## src/rtl/lpc_io_decoder.sv

```systemverilog
// ---------------------------------------------------------------------------
// lpc_io_decoder
//
// Peripheral-side LPC front end for the FPGA register file. Decodes host LPC
// I/O read and write cycles that fall inside a 2**WIN_BITS byte window at
// IO_BASE. It also drives TAR, SYNC and the read-data nibbles, and it presents
// a byte-wide register port to the downstream register block. Memory, DMA and
// firmware cycles fall back to IDLE and never drive LAD.
//
// Parameters
//   IO_BASE   I/O window base, must be aligned to the window size
//   WIN_BITS  log2 of the window size in bytes (at most 8)
//
// Ports
//   LpcClock    in   1  LPC clock, the only clock
//   PciReset    in   1  synchronous active-high reset
//   LFRAME_n    in   1  LPC frame, active low
//   LAD_in      in   4  LAD as sampled from the pad
//   LAD_out     out  4  LAD drive value
//   LAD_oe      out  1  LAD pad output enable
//   RdData      in   8  register read data for Addr (combinational from Addr)
//   Addr        out  8  register offset inside the window
//   Wr          out  1  one-clock write strobe
//   DataWrSW    out  8  write data
//   Port80Data  out  8  last POST code (only with LPC_PORT80_EN)
//
// Build option
//   LPC_PORT80_EN  Snoops I/O writes to 0x0080 passively into Port80Data. When
//                  this option is undefined, port 0x80 is an ordinary miss.
//
// state   | meaning
// --------+-----------------------------------------------------------------
// IDLE    | waiting for a frame
// START   | frame seen, next nibble is the cycle type
// ADDR    | collecting four address nibbles, MSN first
// WDATA   | collecting two write-data nibbles, low nibble first
// TAR_H   | two-clock host turnaround, LAD released
// SYNC    | drives ready SYNC (0x0), write strobe fires here
// RDATA   | drives read data low then high nibble
// TAR_P   | peripheral turnaround: drive 0xF, then release
// ---------------------------------------------------------------------------
module lpc_io_decoder #(
    parameter logic [15:0] IO_BASE  = 16'h0700,
    parameter int          WIN_BITS = 5
) (
    input  logic       LpcClock,
    input  logic       PciReset,
    input  logic       LFRAME_n,
    input  logic [3:0] LAD_in,
    output logic [3:0] LAD_out,
    output logic       LAD_oe,
    input  logic [7:0] RdData,
    output logic [7:0] Addr,
    output logic       Wr,
    output logic [7:0] DataWrSW
`ifdef LPC_PORT80_EN
    ,
    output logic [7:0] Port80Data
`endif
);

    localparam logic [15:0] WIN_MASK = 16'((32'd1 << WIN_BITS) - 32'd1);

    typedef enum logic [2:0] {
        ST_IDLE,
        ST_START,
        ST_ADDR,
        ST_WDATA,
        ST_TAR_H,
        ST_SYNC,
        ST_RDATA,
        ST_TAR_P
    } state_t;

    state_t      state_q, state_d;
    logic [1:0]  cnt_q, cnt_d;
    logic        is_wr_q, is_wr_d;
    logic [11:0] ash_q, ash_d;
    logic [7:0]  data_q, data_d;
    logic [7:0]  rdat_q, rdat_d;
    logic [7:0]  addr_q, addr_d;
    logic        wr_q, wr_d;
    logic [7:0]  dwr_q, dwr_d;
    logic [3:0]  lad_out_q, lad_out_d;
    logic        lad_oe_q, lad_oe_d;
`ifdef LPC_PORT80_EN
    logic        snoop_q, snoop_d;
    logic [7:0]  p80_q, p80_d;
`endif

    logic [15:0] full_addr;
    logic        hit;

    // The last address nibble is combined straight from the pad so that the
    // window decision is available in the same clock as nibble 4.
    assign full_addr = {ash_q, LAD_in};
    assign hit = ((full_addr & ~WIN_MASK) == (IO_BASE & ~WIN_MASK));

    always_comb begin
        state_d = state_q;
        cnt_d   = cnt_q;
        is_wr_d = is_wr_q;
        ash_d   = ash_q;
        data_d  = data_q;
        rdat_d  = rdat_q;
        addr_d  = addr_q;
        wr_d    = 1'b0;
        dwr_d   = dwr_q;
`ifdef LPC_PORT80_EN
        snoop_d = snoop_q;
        p80_d   = p80_q;
`endif

        if (!LFRAME_n) begin
            // A frame overrides everything, including a peripheral phase.
            state_d = (LAD_in == 4'h0) ? ST_START : ST_IDLE;
            cnt_d   = 2'd0;
`ifdef LPC_PORT80_EN
            snoop_d = 1'b0;
`endif
        end else begin
            case (state_q)
                ST_IDLE: begin
                    state_d = ST_IDLE;
                end
                ST_START: begin
                    cnt_d = 2'd0;
`ifdef LPC_PORT80_EN
                    snoop_d = 1'b0;
`endif
                    case (LAD_in)
                        4'h0: begin
                            state_d = ST_ADDR;
                            is_wr_d = 1'b0;
                        end
                        4'h2: begin
                            state_d = ST_ADDR;
                            is_wr_d = 1'b1;
                        end
                        default: state_d = ST_IDLE;
                    endcase
                end
                ST_ADDR: begin
                    ash_d = {ash_q[7:0], LAD_in};
                    cnt_d = cnt_q + 2'd1;
                    if (cnt_q == 2'd3) begin
                        cnt_d = 2'd0;
                        if (hit) begin
                            addr_d  = 8'(full_addr & WIN_MASK);
                            state_d = is_wr_q ? ST_WDATA : ST_TAR_H;
                        end
`ifdef LPC_PORT80_EN
                        else if (is_wr_q && full_addr == 16'h0080) begin
                            snoop_d = 1'b1;
                            state_d = ST_WDATA;
                        end
`endif
                        else begin
                            state_d = ST_IDLE;
                        end
                    end
                end
                ST_WDATA: begin
                    if (cnt_q == 2'd0) begin
                        data_d[3:0] = LAD_in;
                        cnt_d       = 2'd1;
                    end else begin
                        data_d[7:4] = LAD_in;
                        cnt_d       = 2'd0;
                        state_d     = ST_TAR_H;
                    end
                end
                ST_TAR_H: begin
                    if (cnt_q == 2'd0) begin
                        cnt_d = 2'd1;
                    end else begin
                        cnt_d = 2'd0;
`ifdef LPC_PORT80_EN
                        // Snooped POST writes belong to another target, so we
                        // capture the data and stay off the bus.
                        if (snoop_q) begin
                            p80_d   = data_q;
                            snoop_d = 1'b0;
                            state_d = ST_IDLE;
                        end else
`endif
                        begin
                            state_d = ST_SYNC;
                            if (is_wr_q) begin
                                wr_d  = 1'b1;
                                dwr_d = data_q;
                            end else begin
                                // Addr has been stable since the address phase,
                                // so RdData is settled here.
                                rdat_d = RdData;
                            end
                        end
                    end
                end
                ST_SYNC: begin
                    cnt_d   = 2'd0;
                    state_d = is_wr_q ? ST_TAR_P : ST_RDATA;
                end
                ST_RDATA: begin
                    if (cnt_q == 2'd0) begin
                        cnt_d = 2'd1;
                    end else begin
                        cnt_d   = 2'd0;
                        state_d = ST_TAR_P;
                    end
                end
                ST_TAR_P: begin
                    if (cnt_q == 2'd0) begin
                        cnt_d = 2'd1;
                    end else begin
                        cnt_d   = 2'd0;
                        state_d = ST_IDLE;
                    end
                end
                default: begin
                    state_d = ST_IDLE;
                    cnt_d   = 2'd0;
                end
            endcase
        end

        // The pad controls are registered from the state being entered, so
        // they line up with the state they belong to.
        lad_oe_d  = 1'b0;
        lad_out_d = 4'hF;
        case (state_d)
            ST_SYNC: begin
                lad_oe_d  = 1'b1;
                lad_out_d = 4'h0;
            end
            ST_RDATA: begin
                lad_oe_d  = 1'b1;
                lad_out_d = cnt_d[0] ? rdat_d[7:4] : rdat_d[3:0];
            end
            ST_TAR_P: begin
                lad_oe_d  = (cnt_d == 2'd0);
                lad_out_d = 4'hF;
            end
            default: begin
                lad_oe_d  = 1'b0;
                lad_out_d = 4'hF;
            end
        endcase
    end

    always_ff @(posedge LpcClock) begin
        if (PciReset) begin
            state_q   <= ST_IDLE;
            cnt_q     <= 2'd0;
            is_wr_q   <= 1'b0;
            ash_q     <= 12'h000;
            data_q    <= 8'h00;
            rdat_q    <= 8'h00;
            addr_q    <= 8'h00;
            wr_q      <= 1'b0;
            dwr_q     <= 8'h00;
            lad_out_q <= 4'hF;
            lad_oe_q  <= 1'b0;
        end else begin
            state_q   <= state_d;
            cnt_q     <= cnt_d;
            is_wr_q   <= is_wr_d;
            ash_q     <= ash_d;
            data_q    <= data_d;
            rdat_q    <= rdat_d;
            addr_q    <= addr_d;
            wr_q      <= wr_d;
            dwr_q     <= dwr_d;
            lad_out_q <= lad_out_d;
            lad_oe_q  <= lad_oe_d;
        end
    end

`ifdef LPC_PORT80_EN
    always_ff @(posedge LpcClock) begin
        if (PciReset) begin
            snoop_q <= 1'b0;
            p80_q   <= 8'h00;
        end else begin
            snoop_q <= snoop_d;
            p80_q   <= p80_d;
        end
    end

    assign Port80Data = p80_q;
`endif

    assign LAD_out  = lad_out_q;
    assign LAD_oe   = lad_oe_q;
    assign Addr     = addr_q;
    assign Wr       = wr_q;
    assign DataWrSW = dwr_q;

endmodule

```

## config.mk

```make
export PLATFORM = sky130hd
export DESIGN_NAME = lpc_io_decoder
export DESIGN_NICKNAME = d
export VERILOG_FILES = /design/src/rtl/lpc_io_decoder.sv
export SDC_FILE = /design/constraint.sdc
export NUM_CORES = 1
export LEC_CHECK = 0
export ABC_AREA = 1
export CORE_MARGIN = 2
export CORE_UTILIZATION = 66
export DETAILED_ROUTE_END_ITERATION = 12
export DONT_BUFFER_PORTS = 1
export PLACE_DENSITY_LB_ADDON = 0.1
export SYNTH_ARGS = -nofsm -noshare
export SYNTH_HDL_FRONTEND = slang
export SYNTH_SLANG_ARGS = --single-unit
```

## constraint.sdc

```tcl
create_clock -name LpcClock -period 2.56 [get_ports LpcClock]
set_input_delay 0.256 -clock LpcClock [delete_from_list [all_inputs] [get_ports LpcClock]]
set_output_delay 0.256 -clock LpcClock [all_outputs]
set_load 0.01 [all_outputs]
```

### Yosys cells after proc, flatten, opt, wreduce, memory -nomap -nowiden

Cells that the tools add are included.

| storage, ports and cells | value |
|---|---|
| register bits | 53 |
| output and inout bits | 22 |
| logic and storage cells | 70 |

| cells by class | value |
|---|---|
| $add $sub $neg | 1 |
| equal/unequal tests | 13 |
| multiplexer cells | 25 |
| bitwise logic cells | 3 |
| reduce and logical (&&, ||, !) cells | 16 |

Operators by type and width:

| cell | count |
|---|---|
| $mux 8 | 4 |
| $mux 3 | 8 |
| $pmux 3 s8 | 1 |
| $eq 3x3->1 const B | 7 |
| $eq 11x6->1 const B | 1 |
| $reduce_and 3->1 | 3 |
| $pmux 4 s2 | 1 |
| $reduce_and 4->1 | 2 |
| $reduce_or 4->1 | 2 |
| $eq 3x2->1 const B | 2 |
| $mux 2 | 3 |
| $pmux 2 s3 | 1 |
| $reduce_or 2->1 | 3 |
| $eq 4x2->1 const B | 1 |
| $logic_not 2->1 | 2 |
| $logic_not 4->1 | 1 |
| $mux 1 | 4 |
| $mux 4 | 1 |
| $pmux 1 s2 | 2 |
| $eq 3x1->1 const B | 1 |
| $logic_not 3->1 | 1 |
| $not 1->1 | 3 |
| $add 2x1->2 const B | 1 |
| $eq 2x2->1 const B | 1 |
| 2 further kinds | 2 |

### Logic depth before layout (Yosys ltp)

| depth | value |
|---|---|
| depth after elaboration | 8 |
| mapped depth | 13 |
| mapped depth without buffers | 13 |

### Worst setup path after synthesis

OpenSTA, ideal clock, no wires.

| path | value |
|---|---|
| path type | reg2reg |
| start point | reg cnt_q[0] |
| end point | reg lad_out_q[0] (netlist: LAD_out[0]) |
| library setup time | 126 ps |
| arrival time | 1523 ps |
| setup slack | 910 ps |
| stages on the path, launching flop included | 12 |
| path buffers | 1 |
| clock period less this slack | 1650 ps |
| path through | dfxtp_1 > inv_1 > ha_1 > inv_1 > nand2_2 > nor3_4 > nand2_2 > buf_6 > o21ai_1 > o21ai_1 > nand2_1 > nand3_1 |

| between the ends | value |
|---|---|
| cells in the longest elaborated chain, start to end | 6 |

RTL lines:

| what | line | RTL |
|---|---|---|
| start: declaration | 76 | `logic [1:0] cnt_q, cnt_d;` |
| start signal: assignment | 266 | `cnt_q <= cnt_d;` |
| $add 2x1->2, or another cell as far along | 145 | `cnt_d = cnt_q + 2'd1;` |
| $mux 2, or another cell as far along | 146 | `if (cnt_q == 2'd3) begin` |
| $pmux 2 s3, or another cell as far along | 122 | `case (state_q)` |
| $mux 2, or another cell as far along | 114 | `if (!LFRAME_n) begin` |
| $mux 4 / $eq 3x3->1 (equally long branches) | 238, 231 |  |
| $pmux 4 s2 (*) | 231 | `case (state_d)` |
| end signal: assignment | 274 | `lad_out_q <= lad_out_d;` |
| end: declaration | 84 | `logic [3:0] lad_out_q, lad_out_d;` |

Mark *: on every way between the ends. The rest lies on a longest branch, timed or not.
A chain may end at the register's enable or synchronous reset.

### Final worst setup path

| path | value |
|---|---|
| start point | reg cnt_q[0] |
| end point | reg lad_out_q[2] (netlist: LAD_out[2]) |

Same word-level chain as after synthesis.

==> impl_results.md <==
* Worst Reg-to-Reg Cells at 12
* Min Hold Slack at 0.002602 ns
* Drt via density at 5.336
* Post-synth ARST share at 0
* Flop2flop setup slack at approximately 0.65 ns
* Slowest-stage cell, CP: dfxtp_1
* Crit path max fanout at 12
* GRT Total Usage at 0.2427
* RSZ-0062 raised after global routing: false
* Port bufs at 0
* RR Endpoint: LAD_out[2]
* Hold_sp: LAD_in[2]
* Ant. Diodes at 0
* Top_reg_cell synth: dfxtp_1
* Syn Std Cell Area at 2272 sq um
* CTS Root Cell: clkbuf_4
* Post-place setup slack at 0.7034 ns
* Drt first pass iters at 4
* Share of the synthesized area in the top cell type at 0.4670
* Nets at 333
* CTS Sinks at 53
* CP startpoint: cnt_q[0]
* Share of layout cells above drive strength 1 at 0.06309
* Fmax at 523.7 MHz
* Final Worst Setup Slack at about 0.65 ns
* WP data arrival at 2.19 ns
* CTS tree: yes
* Slowest stage delay, CP at roughly 0.40 ns
* DPL Wire Length at slightly above 3000 um
* Clock Latency Late Sink at roughly 0.38 ns
* Final Wtd Congestion at 0.8724
* Finish-stage setup viols at 0
* Final ANT Viol Nets at 0
* Boundary Pins at 37
* Filler Cell Count at 302
* Die W at ~63 um
* DR DRC count at 0
* Slew Viols, Final at 0
* Max VDD drop at 347.7 uV
* Slew @ Worst Pin at 0.7514 ns
* Worst endpoint required time at 2.84 ns
* Status: complete, no violations
* First-pass GRT wire length at 7617 um
* Synth Instances at approximately 320
* Cell chain of the critical path: inv_1 -> ha_1 -> inv_1 -> nand2_2 -> nor3_4 -> nand2_2 -> nand2_1 -> nand2_1 -> nand2_1 -> o21ai_1 -> nand2_1 -> nand3_1
* Rel. slew slack at 0.4985
* H-tree depth at 2
* Starting Density at 0.6863
* Startpoint types: register
* CP Capture Point: LAD_out[2]
* Final TNS setup at 0 ns
* Critical R2R Launch: cnt_q[0]
* Power density over cell area at 521.7 nW/um^2
* Pin count of the biggest net entering global routing at 35
* Post-synthesis sequential area ratio at 0.4670
* Mean Syn Cell Area at a little over 7 sq um
* CTS Buffer Depth at 2
* CP Class: register to register
* Final period utilization at 0.7458
* Yosys top cell by area: dfxtp_1
* Max Cap Violations at 0
* Class of the worst hold path: input pin to register
* Number of global-route vias before repair at between 1500 and 2000
* Seq cells post-synth at 53
* YS warnings at 0
* Layout Skew at 0.004896 ns
* Iteration-0 DRC count of the detailed router at 134
* Gr ovfl total at 0
* Most used cell, CP: nand2_1
* Final hold viol count at 0
* Synth top cells by count: dfxtp_1, nor2_1, nand2_1
* CORE AREA at about 3300 sq um
* CTS clk-pin slew, worst paths at between 0.1 and 0.15 ns
* Routed WL per cell at 12.07 um
* CP Capture Type: register
* Number of synthesized flops with an enable pin at 0
* Rows at 21
* CTS buffer count at 5
* Overall die area at between 3000 and 4000 sq um
* Vias at 1937
* Leak at approximately 0.00093 uW
* Drt total wl at 4382 um
* Synth area leaders: dfxtp_1, nor2_1, nand2_1
* Initial antenna violation count at 0
* Post-CTS setup buffer count at 0
* Final min period at 1.909 ns
* Synthesis-to-layout area growth at 2.808%
* Die Y at 62.68 um
* Synth unique cells at 24
==> flip-flops by register name, indices dropped and copies added (netlist names) <==
name / cells
DataWrSW: 8
is_wr_q: 1
Wr: 1
LAD_out: 4
rdat_q: 8
Addr: 5
state_q: 3
data_q: 8
LAD_oe: 1
cnt_q: 2
ash_q: 12
==> placed cells by master, fill, tap and decap left out, drive strengths merged <==
cell         instances
a21oi               31
ha                   2
nand2               52
nand4                4
clkinvlp             1
clkbuf               7
nor3                 6
nand3               19
o21ai               42
buf                  1
conb                 3
nor4                 1
dlygate4sd3          2
inv                 38
nor2                55
dfxtp               53
==> what timing repair did <==
action	in CTS	in global routing
hold buffers	2	0
hold endpoints to repair	17	0
gates resized for setup	0	0
==> report_power, final <==
group / switching (uW) / internal (uW)
clock network: 253 / 109
registers: 0.704 / 825
logic: 23.0 / 8.44
==> metal layers <==
metal,share of wire,global-route usage,vias to the layer above
met5,0,0,-
met4,0.022,0.08333,0
met3,0.067,0.07568,12
met2,0.44,0.4019,55
met1,0.47,0.2997,860
li1,-,-,1010
==> critical path: cells and delay by family (launching register included) <==
family	cells	cell delay, ns
AOI/OAI and AO/OA	1	0.08
and+or+nand+nor	8	0.93
DFF	1	0.40
adders and majority gates	1	0.20
buffers and inverters	2	0.18
==> logic make-up after synthesis <==
logic type | Yosys count | share of synthesized area
buffers and inverters | 53 | 0.09857
adders and majority gates | 2 | 0.01101
other | 1 | 0.001650
and+or+nand+nor | 137 | 0.2594
DFF | 53 | 0.4670
AOI/OAI and AO/OA | 73 | 0.1624
==> stage by stage <==
stage / std cells / area (sq um) / total power (uW) / util
finish: 363 / 2336 / 1219 / 0.7056
global route: 363 / 2336 / 1254 / 0.7056
CTS: 363 / 2336 / 1226 / 0.7056
detailed placement: 353 / 2263 / 868.5 / 0.6837
global placement: 353 / 2263 / 869.2 / 0.6837
floorplan: 321 / 2280 / 874.2 / -
==> how the worst min path moves through the flow <==
stage	end	slack (ns)	depth (start not counted)
global placement	rdat_q[1]	0.33	1
CTS	data_q[6]	0.001	2
detailed placement	rdat_q[2]	0.33	1
finish	data_q[6]	0.003	2
floorplan	data_q[5]	0.39	2
global route	data_q[6]	0.008	2
==> area by class of cell <==
class                      count  area, sq um  share of cell area
clock inverter                 1        7.507            0.003214
sequential                    53         1061              0.4542
tap                           46        57.56             0.02464
inverter                      38        142.6             0.06106
timing repair buffer           3        27.53             0.01178
multi-input combinational    215        994.7              0.4258
clock buffer                   7        45.04             0.01928
(Power assumes the default switching activity.)
